--- config.mk ---
export PLATFORM = sky130hd
export DESIGN_NAME = serial2parallel
export DESIGN_NICKNAME = d
export VERILOG_FILES = /design/src/rtl/s2p_pkg.sv /design/src/rtl/s2p_fifo.sv /design/src/rtl/serial2parallel.sv
export SDC_FILE = /design/constraint.sdc
export NUM_CORES = 1
export LEC_CHECK = 0
export ABC_CLOCK_PERIOD_IN_PS = 1700
export CAP_MARGIN = 15
export CORE_MARGIN = 2
export CORE_UTILIZATION = 49
export DETAILED_ROUTE_END_ITERATION = 10
export HOLD_SLACK_MARGIN = 0.1
export PLACE_DENSITY = 0.77
export SYNTH_ARGS = -nofsm -noshare
export SYNTH_HDL_FRONTEND = slang
export SYNTH_SLANG_ARGS = --single-unit
--- constraint.sdc ---
create_clock -name clk -period 1.7 [get_ports clk]
set_input_delay 0.34 -clock clk [delete_from_list [all_inputs] [get_ports clk]]
set_output_delay 0.34 -clock clk [all_outputs]
set_load 0.01 [all_outputs]
--- src/rtl/s2p_pkg.sv ---
// Shared types and helpers for the serial-to-parallel deserializer.
// Holds the FSM state enum, counter sizing and saturating increment.
package s2p_pkg;

    typedef enum logic {
        HUNT  = 1'b0,
        SHIFT = 1'b1
    } state_t;

    function automatic int cnt_w(input int frame);
        return (frame > 2) ? $clog2(frame) : 1;
    endfunction

    function automatic logic [31:0] sat_inc(
        input logic [31:0] v,
        input int          w
    );
        logic [31:0] lim;
        lim = 32'hFFFF_FFFF >> (32 - w);
        return (v >= lim) ? lim : v + 32'd1;
    endfunction

endpackage

--- src/rtl/s2p_fifo.sv ---
// Show-ahead FIFO with a registered head word.
// Push and pop in one cycle are both honoured at any fill level.
module s2p_fifo #(
    parameter int W     = 4,
    parameter int DEPTH = 2
) (
    input  logic         clk,
    input  logic         rst_n,
    input  logic         i_push,
    input  logic [W-1:0] i_data,
    input  logic         i_pop,
    output logic [W-1:0] o_data,
    output logic         o_full,
    output logic         o_empty
);

    localparam int AW = $clog2(DEPTH);

    logic [W-1:0]  r_mem [DEPTH];
    logic [AW-1:0] r_rd;
    logic [AW-1:0] r_wr;
    logic [AW:0]   r_cnt;
    logic [W-1:0]  r_head;
    logic [W-1:0]  w_head_nxt;
    logic [AW-1:0] w_rd_inc;
    logic          w_pop;
    logic          w_push;

    assign o_empty  = (r_cnt == '0);
    assign o_full   = (r_cnt == (AW+1)'(DEPTH));
    assign w_pop    = i_pop && !o_empty;
    assign w_push   = i_push && (!o_full || w_pop);
    assign w_rd_inc = r_rd + 1'b1;
    assign o_data   = r_head;

    // Head register tracks mem[r_rd], refilled from the next slot or the input
    always_comb begin
        w_head_nxt = r_head;
        if (w_pop) begin
            if (r_cnt > (AW+1)'(1))
                w_head_nxt = r_mem[w_rd_inc];
            else if (w_push)
                w_head_nxt = i_data;
        end else if (o_empty && w_push) begin
            w_head_nxt = i_data;
        end
    end

    always_ff @(posedge clk) begin
        if (w_push)
            r_mem[r_wr] <= i_data;
    end

    always_ff @(posedge clk or negedge rst_n) begin
        if (!rst_n) begin
            r_rd   <= '0;
            r_wr   <= '0;
            r_cnt  <= '0;
            r_head <= '0;
        end else begin
            r_head <= w_head_nxt;
            if (w_push)
                r_wr <= r_wr + 1'b1;
            if (w_pop)
                r_rd <= w_rd_inc;
            unique case ({w_push, w_pop})
                2'b10:   r_cnt <= r_cnt + 1'b1;
                2'b01:   r_cnt <= r_cnt - 1'b1;
                default: r_cnt <= r_cnt;
            endcase
        end
    end

endmodule

--- src/rtl/serial2parallel.sv ---
// MSB-first deserializer with alignment tracking and an output FIFO.
// Define S2P_PARITY_EN for an extra even-parity bit per frame.
module serial2parallel
    import s2p_pkg::*;
#(
    parameter int DATA_W     = 4,
    parameter int FIFO_DEPTH = 2,
    parameter int ERR_CNT_W  = 8
) (
    input  logic                 clk,
    input  logic                 rst_n,
    input  logic                 sin,
    input  logic                 sin_sof,
    output logic [DATA_W-1:0]    dout,
    output logic                 dout_valid,
    input  logic                 dout_ready,
    output logic                 locked,
    output logic                 overflow,
    output logic [ERR_CNT_W-1:0] realign_cnt
`ifdef S2P_PARITY_EN
    ,
    output logic                 parity_err
`endif
);

`ifdef S2P_PARITY_EN
    localparam int FRAME = DATA_W + 1;
    localparam bit PAR_EN = 1'b1;
`else
    localparam int FRAME = DATA_W;
    localparam bit PAR_EN = 1'b0;
`endif

    localparam int CNT_W = cnt_w(FRAME);
    localparam logic [CNT_W-1:0] LAST = CNT_W'(FRAME - 1);

    state_t                r_state;
    state_t                w_state_nxt;
    logic [CNT_W-1:0]      r_cnt;
    logic [CNT_W-1:0]      w_cnt_nxt;
    logic [DATA_W-1:0]     r_sh;
    logic [DATA_W-1:0]     r_word;
    logic [DATA_W-1:0]     w_word;
    logic                  r_push;
    logic                  w_push_nxt;
    logic                  r_ovf;
    logic [ERR_CNT_W-1:0]  r_realign;
    logic                  w_shift;
    logic                  w_done;
    logic                  w_err;
    logic                  w_full;
    logic                  w_empty;
    logic                  w_pop;

    always_comb begin
        w_state_nxt = r_state;
        w_cnt_nxt   = r_cnt;
        w_shift     = 1'b0;
        w_done      = 1'b0;
        w_err       = 1'b0;
        unique case (r_state)
            HUNT: begin
                if (sin_sof) begin
                    w_state_nxt = SHIFT;
                    w_cnt_nxt   = CNT_W'(1);
                    w_shift     = 1'b1;
                end
            end
            SHIFT: begin
                // A marker anywhere but the boundary means we slipped
                if (sin_sof) begin
                    w_cnt_nxt = CNT_W'(1);
                    w_shift   = 1'b1;
                    w_err     = (r_cnt != '0);
                end else if (r_cnt == '0) begin
                    w_state_nxt = HUNT;
                    w_err       = 1'b1;
                end else if (r_cnt == LAST) begin
                    w_done    = 1'b1;
                    w_cnt_nxt = '0;
                    w_shift   = !PAR_EN;
                end else begin
                    w_cnt_nxt = r_cnt + 1'b1;
                    w_shift   = 1'b1;
                end
            end
        endcase
    end

`ifdef S2P_PARITY_EN
    logic r_perr;
    logic w_par_ok;

    assign w_word     = r_sh;
    assign w_par_ok   = ~^{r_sh, sin};
    assign w_push_nxt = w_done && w_par_ok;
    assign parity_err = r_perr;

    always_ff @(posedge clk or negedge rst_n) begin
        if (!rst_n)
            r_perr <= 1'b0;
        else
            r_perr <= w_done && !w_par_ok;
    end
`else
    assign w_word     = {r_sh[DATA_W-2:0], sin};
    assign w_push_nxt = w_done;
`endif

    assign w_pop = dout_valid && dout_ready;

    always_ff @(posedge clk or negedge rst_n) begin
        if (!rst_n) begin
            r_state   <= HUNT;
            r_cnt     <= '0;
            r_sh      <= '0;
            r_word    <= '0;
            r_push    <= 1'b0;
            r_ovf     <= 1'b0;
            r_realign <= '0;
        end else begin
            r_state <= w_state_nxt;
            r_cnt   <= w_cnt_nxt;
            r_push  <= w_push_nxt;
            r_ovf   <= r_push && w_full && !w_pop;
            if (w_shift)
                r_sh <= {r_sh[DATA_W-2:0], sin};
            if (w_done)
                r_word <= w_word;
            if (w_err)
                r_realign <= ERR_CNT_W'(sat_inc(32'(r_realign), ERR_CNT_W));
        end
    end

    s2p_fifo #(
        .W     (DATA_W),
        .DEPTH (FIFO_DEPTH)
    ) u_fifo (
        .clk     (clk),
        .rst_n   (rst_n),
        .i_push  (r_push),
        .i_data  (r_word),
        .i_pop   (w_pop),
        .o_data  (dout),
        .o_full  (w_full),
        .o_empty (w_empty)
    );

    assign dout_valid  = !w_empty;
    assign locked      = (r_state == SHIFT);
    assign overflow    = r_ovf;
    assign realign_cnt = r_realign;

endmodule

==> results of run 1 <==
## critical path: stages (launching register included)
cell and delay, ns:
dfrtp_1 0.41, inv_2 0.08, ha_4 0.16, nand2b_4 0.14, nor3_4 0.25, mux2_4 0.33, mux2_4 0.26
## repair_timing
action | CTS | global route
hold buffers | 0 | 0
setup endpoints to repair | 12 | 20
resized for setup | 20 | 10
buffers inserted | 5 | 11
pin swaps | 2 | 6
## report_power, final
| part | switching, mW | internal [mW] | leakage [nW] |
|---|---|---|---|
| Combinational | 0.903 | 1.33 | 0.614 |
| Clock | 0.284 | 0.606 | 0.0654 |
| Sequential | 0.268 | 1.24 | 0.405 |
## registers in the layout, indices dropped and copies added (netlist names)
name	count
u_fifo.r_mem	8
u_fifo.o_data	4
realign_cnt	8
r_sh	3
r_cnt	2
u_fifo.r_rd	1
u_fifo.r_wr	1
locked	1
u_fifo.r_cnt	2
r_word	4
r_push	1
overflow	1
## cell usage in the layout (no fill, tap or decap), types with 6 or more instances in the layout
cell type and instances:
mux2_4 8, xnor2_1 6, and3_1 6, mux2_2 7, clkdlybuf4s50_1 16, nand2_1 9
buf_4 31, edfxtp_1 8, a21oi_1 6, dfrtp_1 25
## metal layers
metal | track usage, % | share of wire, %
met1 | 21.4 | 36
met3 | 8.70 | 4.2
met2 | 40.0 | 58
met5 | 0 | 0
met4 | 6.69 | 0.98
## area by class of cell
type	count	area, µm²	area share [%]
Timing Repair Buffer	52	442	18.7
Multi-Input combinational cell	82	761	32.1
Tap cell	44	55.1	2.33
Sequential cell	36	945	39.9
Clock inverter	3	90.1	3.81
Clock buffer	5	37.5	1.59
Inverter	10	37.5	1.59
## cells by family (layout without fill, tap and decap cells)
logic type | Yosys count | after routing | share of synthesized area [%]
compound gates | 11 | 11 | 3.82
xor+xnor | 7 | 7 | 3.74
fa+ha+maj | 8 | 8 | 6.11
buf+inv | 11 | 70 | 2.75
flops | 36 | 36 | 57.4
mux | 22 | 22 | 15.0
simple gates | 34 | 34 | 11.2
## through the flow
step / hold slack (ns) / instance area [µm²] / utilization, % / setup TNS [ns] / worst slack [ns]
after floorplan: 0.0444 / 1660 / - / -0.0309 / -0.0309
after global placement: 0.475 / 2030 / 64.9 / -2.92 / -0.221
after detailed placement: 0.484 / 2030 / 64.9 / -4.12 / -0.331
after CTS: 0.375 / 2260 / 72.2 / -0.0612 / -0.0252
after global routing: 0.375 / 2370 / 75.7 / -0.347 / -0.0872
final: 0.370 / 2370 / 75.7 / -0.120 / -0.0407
## worst paths after layout
check                                    to  cells past startpoint
setup / recovery           u_fifo.o_data[2]                      6
hold / removal             u_fifo.o_data[2]                      2
setup reg to reg           u_fifo.o_data[2]                      6
hold reg to reg                     r_sh[2]                      1
max in group asynchronous    realign_cnt[7]                      2
min in group clk                    r_sh[2]                      1
==> flow_summary_export.csv, run 1 <==
group,metric,value,unit
status,run_status,"finished, violations left",
status,violations,"setup timing",
global_route,grt_pass1_vias,1270,
drt,viasPerCell,5.14,
finish,nFillCells,214,
yosys,syn_avg_cell_area,12.7,µm²
global_route,grt_pass1_wl,5620,µm
yosys,synth_edf_count,8,
place,dp_cells,208,
drt,drtIter0Drc,25,
drt,drc_errors,0,
drt,ant_nets,0,
sta,min_period,1.74,ns
cts,clock_path_buffers,2,
critical_path,worstPathArrival,1.97,ns
cts,htreeDepth,2,
place,dp_hpwl,2230,µm
sta,fmax,0.574,GHz
yosys,yosysSeqAreaShare,57.4,%
critical_path,regToRegSetupSlack,-0.04,ns
cts,cts_tree,"yes",
die,die_w,61.8,µm
global_route,track_usage,21.4,%
place,port_buffers,19,
yosys,synth_top_cell_by_area,"dfrtp_1",
global_route,grt_max_degree,29,
drt,drtPass1Iterations,4,
yosys,async_reset_ff_share,77.8,%
power_and_ir_drop,ir_drop,1020,µV
critical_path,crit_path_end_kind,"flip-flop",
die,core-area,3130,µm²
finish,n_antenna_cell,0,
yosys,synth_ff_type,"dfrtp_1",
job,drv_cap,0,
cts,cts.clk_slew.worst_paths,0.11,ns
power_and_ir_drop,powerDensity,1960,nW/µm²
sta,period_share,102,%
power_and_ir_drop,design_power_total,4.63,mW
sta,rsz0062_at_grt,"yes",
yosys,synthTopCellsByArea,"dfrtp_1 43%, edfxtp_1 15%, mux2_2 10%",
die,pin_count,20,
yosys,synth_seq_cells,36,
finish,area_delta_synth_final,44.4,%
global_route,overflow,0,
critical_path,crit_path_start_kind,"flip-flop",
yosys,synth_commonest_cells,"28 x dfrtp_1, 15 x mux2_2, 11 x nand2_1",
finish,nets,200,
die,rows,20,
yosys,synth_cell_types,25,
global_route,antenna_found_initial,0,
sta,worst_slew_pin_slew,0.364,ns
drt,wirelength,3490,µm
sta,final_hold_viol_count,0,
drt,wire_per_inst,15.0,µm
finish,stdcell_count,232,
critical_path,rr_startpoint,"u_fifo.r_cnt[0]",
finish,layout-drive-gt1-share,40.4,%
cts,cts_root_buffer,"clkbuf_4",
cts,numCtsBuffers,5,
critical_path,crit_start,"u_fifo.r_cnt[0]",
drt,vias,1193,
yosys,yosys_warnings,0,
yosys,synth_top_area_share,42.7,%
critical_path,critPathMaxFanout,4,
place,place_congestion,0.726,
sta,finClkSkew,0.00904,ns
yosys,synth_nets,142,
sta,setup_violations,4,
die,initial_core_util,52.4,%
critical_path,crit_type,"reg2reg",
hold_path,hp-class,"in2async",
power_and_ir_drop,p_leak,1.08,nW
yosys,synth_area,1640,µm²
die,die_h,61.8,µm
die,dieArea,3820,µm²
cts,cts_num_sinks,36,
yosys,yosysMostFrequentCell,"dfrtp_1",
yosys,postSynthCellCount,129,
cts,clk_latency,0.34,ns
sta,drv_slew,0,
sta,slew-limit-headroom,75.7,%
sta,postLayoutSetupSlackWorst,-0.0407,ns
critical_path,cp.required,1.93,ns
Power figures use the tool's default switching activity.
==> run 2: changes to the inputs <==
--- a/config.mk
+++ b/config.mk
@@ -8,10 +8,10 @@
 export ABC_CLOCK_PERIOD_IN_PS = 1700
 export CAP_MARGIN = 15
 export CORE_MARGIN = 2
-export CORE_UTILIZATION = 49
+export CORE_UTILIZATION = 40
 export DETAILED_ROUTE_END_ITERATION = 10
 export HOLD_SLACK_MARGIN = 0.1
-export PLACE_DENSITY = 0.77
+export PLACE_DENSITY = 0.66
 export SYNTH_ARGS = -nofsm -noshare
 export SYNTH_HDL_FRONTEND = slang
 export SYNTH_SLANG_ARGS = --single-unit
==> flow_summary_export.csv, run 2 (synthesis results as in run 1) <==
group,metric,value,unit
status,run_status,"finished, violations left",
status,violations,"setup timing",
critical_path,worstPathArrival,1.89,ns
cts,clock_path_buffers,2,
power_and_ir_drop,seqPwrFrac,36.7,%
power_and_ir_drop,p_clk_share,14.3,%
critical_path,critPathMaxFanout,4,
cts,cts_num_sinks,36,
sta,worst_slew_pin_slew,0.353,ns
power_and_ir_drop,ir_drop,832,µV
critical_path,crit_path_end_kind,"flip-flop",
hold_path,hp-class,"in2async",
drt,viasPerCell,4.93,
power_and_ir_drop,sw_frac_of_total,33.3,%
power_and_ir_drop,power_switching,1.41,mW
global_route,antenna_found_initial,0,
cts,numCtsBuffers,5,
critical_path,regToRegEndpoint,"u_fifo.o_data[2]",
sta,drv_slew,0,
sta,rsz0062_at_grt,"yes",
cts,clk_latency,0.28,ns
finish,area_delta_synth_final,40.2,%
critical_path,rr_startpoint,"u_fifo.r_cnt[1]",
drt,drtIter0Drc,35,
die,core-area,3970,µm²
sta,min_period,1.72,ns
drt,drc_errors,0,
global_route,top_usage_layer,"met2",
critical_path,r2r_cells,7,
drt,vias,1123,
critical_path,cp_cell_sequence,"inv_2 > ha_4 > nand2b_4 > nor3_4 > buf_6 > mux2_4 > mux2_4",
finish,layout-drive-gt1-share,38.2,%
sta,postLayoutSetupSlackWorst,-0.0180,ns
power_and_ir_drop,power.internal,2.82,mW
die,rows,23,
die,die_h,68.0,µm
finish,n_antenna_cell,0,
cts,cts_root_buffer,"clkbuf_8",
cts,cts.clk_slew.worst_paths,0.07,ns
finish,final_cell_mix,"27 x dfrtp_1, 21 x buf_4, 18 x clkdlybuf4s50_1, 9 x nand2_1, 9 x mux2_4",
critical_path,crit_type,"reg2reg",
drt,wire_per_inst,13.2,µm
global_route,overflow,0,
critical_path,slowest_stage,"dfrtp_1",
critical_path,path_buf_inv,2,
die,die_w,68.0,µm
global_route,use_met2,25.2,%
global_route,grt_use_met3,4.93,%
critical_path,cp.required,1.87,ns
critical_path,regToRegSetupSlack,-0.02,ns
critical_path,cp_common_cell,"mux2_4",
finish,final_cell_area,2300,µm²
finish,nets,190,
drt,wirelength,3020,µm
global_route,grt_pass1_vias,1092,
finish,mostFrequentLayoutCell,"dfrtp_1",
global_route,grt_max_degree,29,
global_route,track_usage,14.6,%
sta,final_hold_viol_count,0,
cts,htreeDepth,2,
sta,setup_violations,4,
job,drv_cap,0,
place,dp_hpwl,2080,µm
die,pin_count,20,
power_and_ir_drop,power_frac_comb,49.0,%
place,post_dp_cell_area,2040,µm²
power_and_ir_drop,p_leak,1.01,nW
drt,drtPass1Iterations,4,
sta,finClkSkew,0.00675,ns
place,place_congestion,0.796,
die,dieArea,4630,µm²
sta,fmax,0.582,GHz
global_route,grt_pass1_wl,4950,µm
global_route,grt.met1_usage,17.1,%
sta,period_share,101,%
sta,slew-limit-headroom,76.5,%
die,initial_core_util,41.3,%
place,port_buffers,19,
power_and_ir_drop,powerDensity,1840,nW/µm²
finish,nFillCells,315,
critical_path,crit_path_start_kind,"flip-flop",
critical_path,path_delay_family,"multiplexers",
drt,ant_nets,0,
place,place_ws,-0.268,ns
power_and_ir_drop,design_power_total,4.23,mW
cts,cts_tree,"yes",
critical_path,cpPeakStageDelay,0.36,ns
run 2: cell count changes in the layout (fill, tap and decap cells not counted), sizes merged:
cell,before,now
clkinv,0,2
buf,33,23
dlymetal6s2s,1,0
clkdlybuf4s50,16,18
bufinv,3,0
run 2: per-layer routing:
metal  share of wire (%)  vias up
li1                    -      539
met1                  40      556
met2                  54       24
met3                 4.4        4
met4                 1.1        0
met5                   0        -
run 2: layout make-up:
type	instances	area, µm²	area share (%)
flip-flops and latches	36	942	41.0
inverters	10	37.5	1.63
clock inverters	2	10.0	0.436
repair buffers	42	369	16.1
multi-input cells	82	793	34.5
well taps	50	62.6	2.72
clock buffers	6	82.6	3.59
run 2: worst max path at each step:
stage          slack [ns]  cells after the start             from               end
6_report            -0.02                      7  u_fifo.r_cnt[1]  u_fifo.o_data[2]
5_1_grt             -0.07                      7  u_fifo.r_cnt[1]  u_fifo.o_data[2]
4_1_cts             -0.03                      6  u_fifo.r_cnt[1]  u_fifo.o_data[3]
3_5_place_dp        -0.27                      7          sin_sof    realign_cnt[7]
3_3_place_gp        -0.23                      7          sin_sof    realign_cnt[7]
2_1_floorplan       -0.03                      8         r_cnt[0]    realign_cnt[7]
run 2: power groups by stage:
stage	logic (mW)	registers [mW]	clock network, mW
4_1_cts	1.76	1.54	0.622
5_1_grt	2.27	1.60	0.673
6_report	2.07	1.55	0.604
2_1_floorplan	0.945	1.56	0
3_3_place_gp	1.62	1.54	0
3_5_place_dp	1.69	1.56	0
run 2: per-stage QoR:
step	instances	hold WS [ns]	setup TNS, ns	util, %
floorplan	129	0.0444	-0.0309	-
global placement	214	0.474	-3.18	51.3
detailed placement	214	0.482	-3.64	51.3
CTS	224	0.448	-0.0790	54.4
global route	228	0.467	-0.343	57.8
finish	228	0.431	-0.0569	57.8
run 2: what timing repair did:
item / in CTS / in global routing
gates resized for setup: 5 / 25
pin swaps: 1 / 4
hold endpoints to repair: 0 / 0
hold buffers: 0 / 0
setup buffers: 2 / 4
setup endpoints to repair: 7 / 15
==> run 3: changes to the inputs <==
--- a/config.mk
+++ b/config.mk
@@ -9,6 +9,7 @@
 export CAP_MARGIN = 15
 export CORE_MARGIN = 2
 export CORE_UTILIZATION = 40
+export CTS_CLUSTER_SIZE = 28
 export DETAILED_ROUTE_END_ITERATION = 10
 export HOLD_SLACK_MARGIN = 0.1
 export PLACE_DENSITY = 0.66
==> results of run 3 <==
Final layout, timing and power as in run 2 (identical DEF).
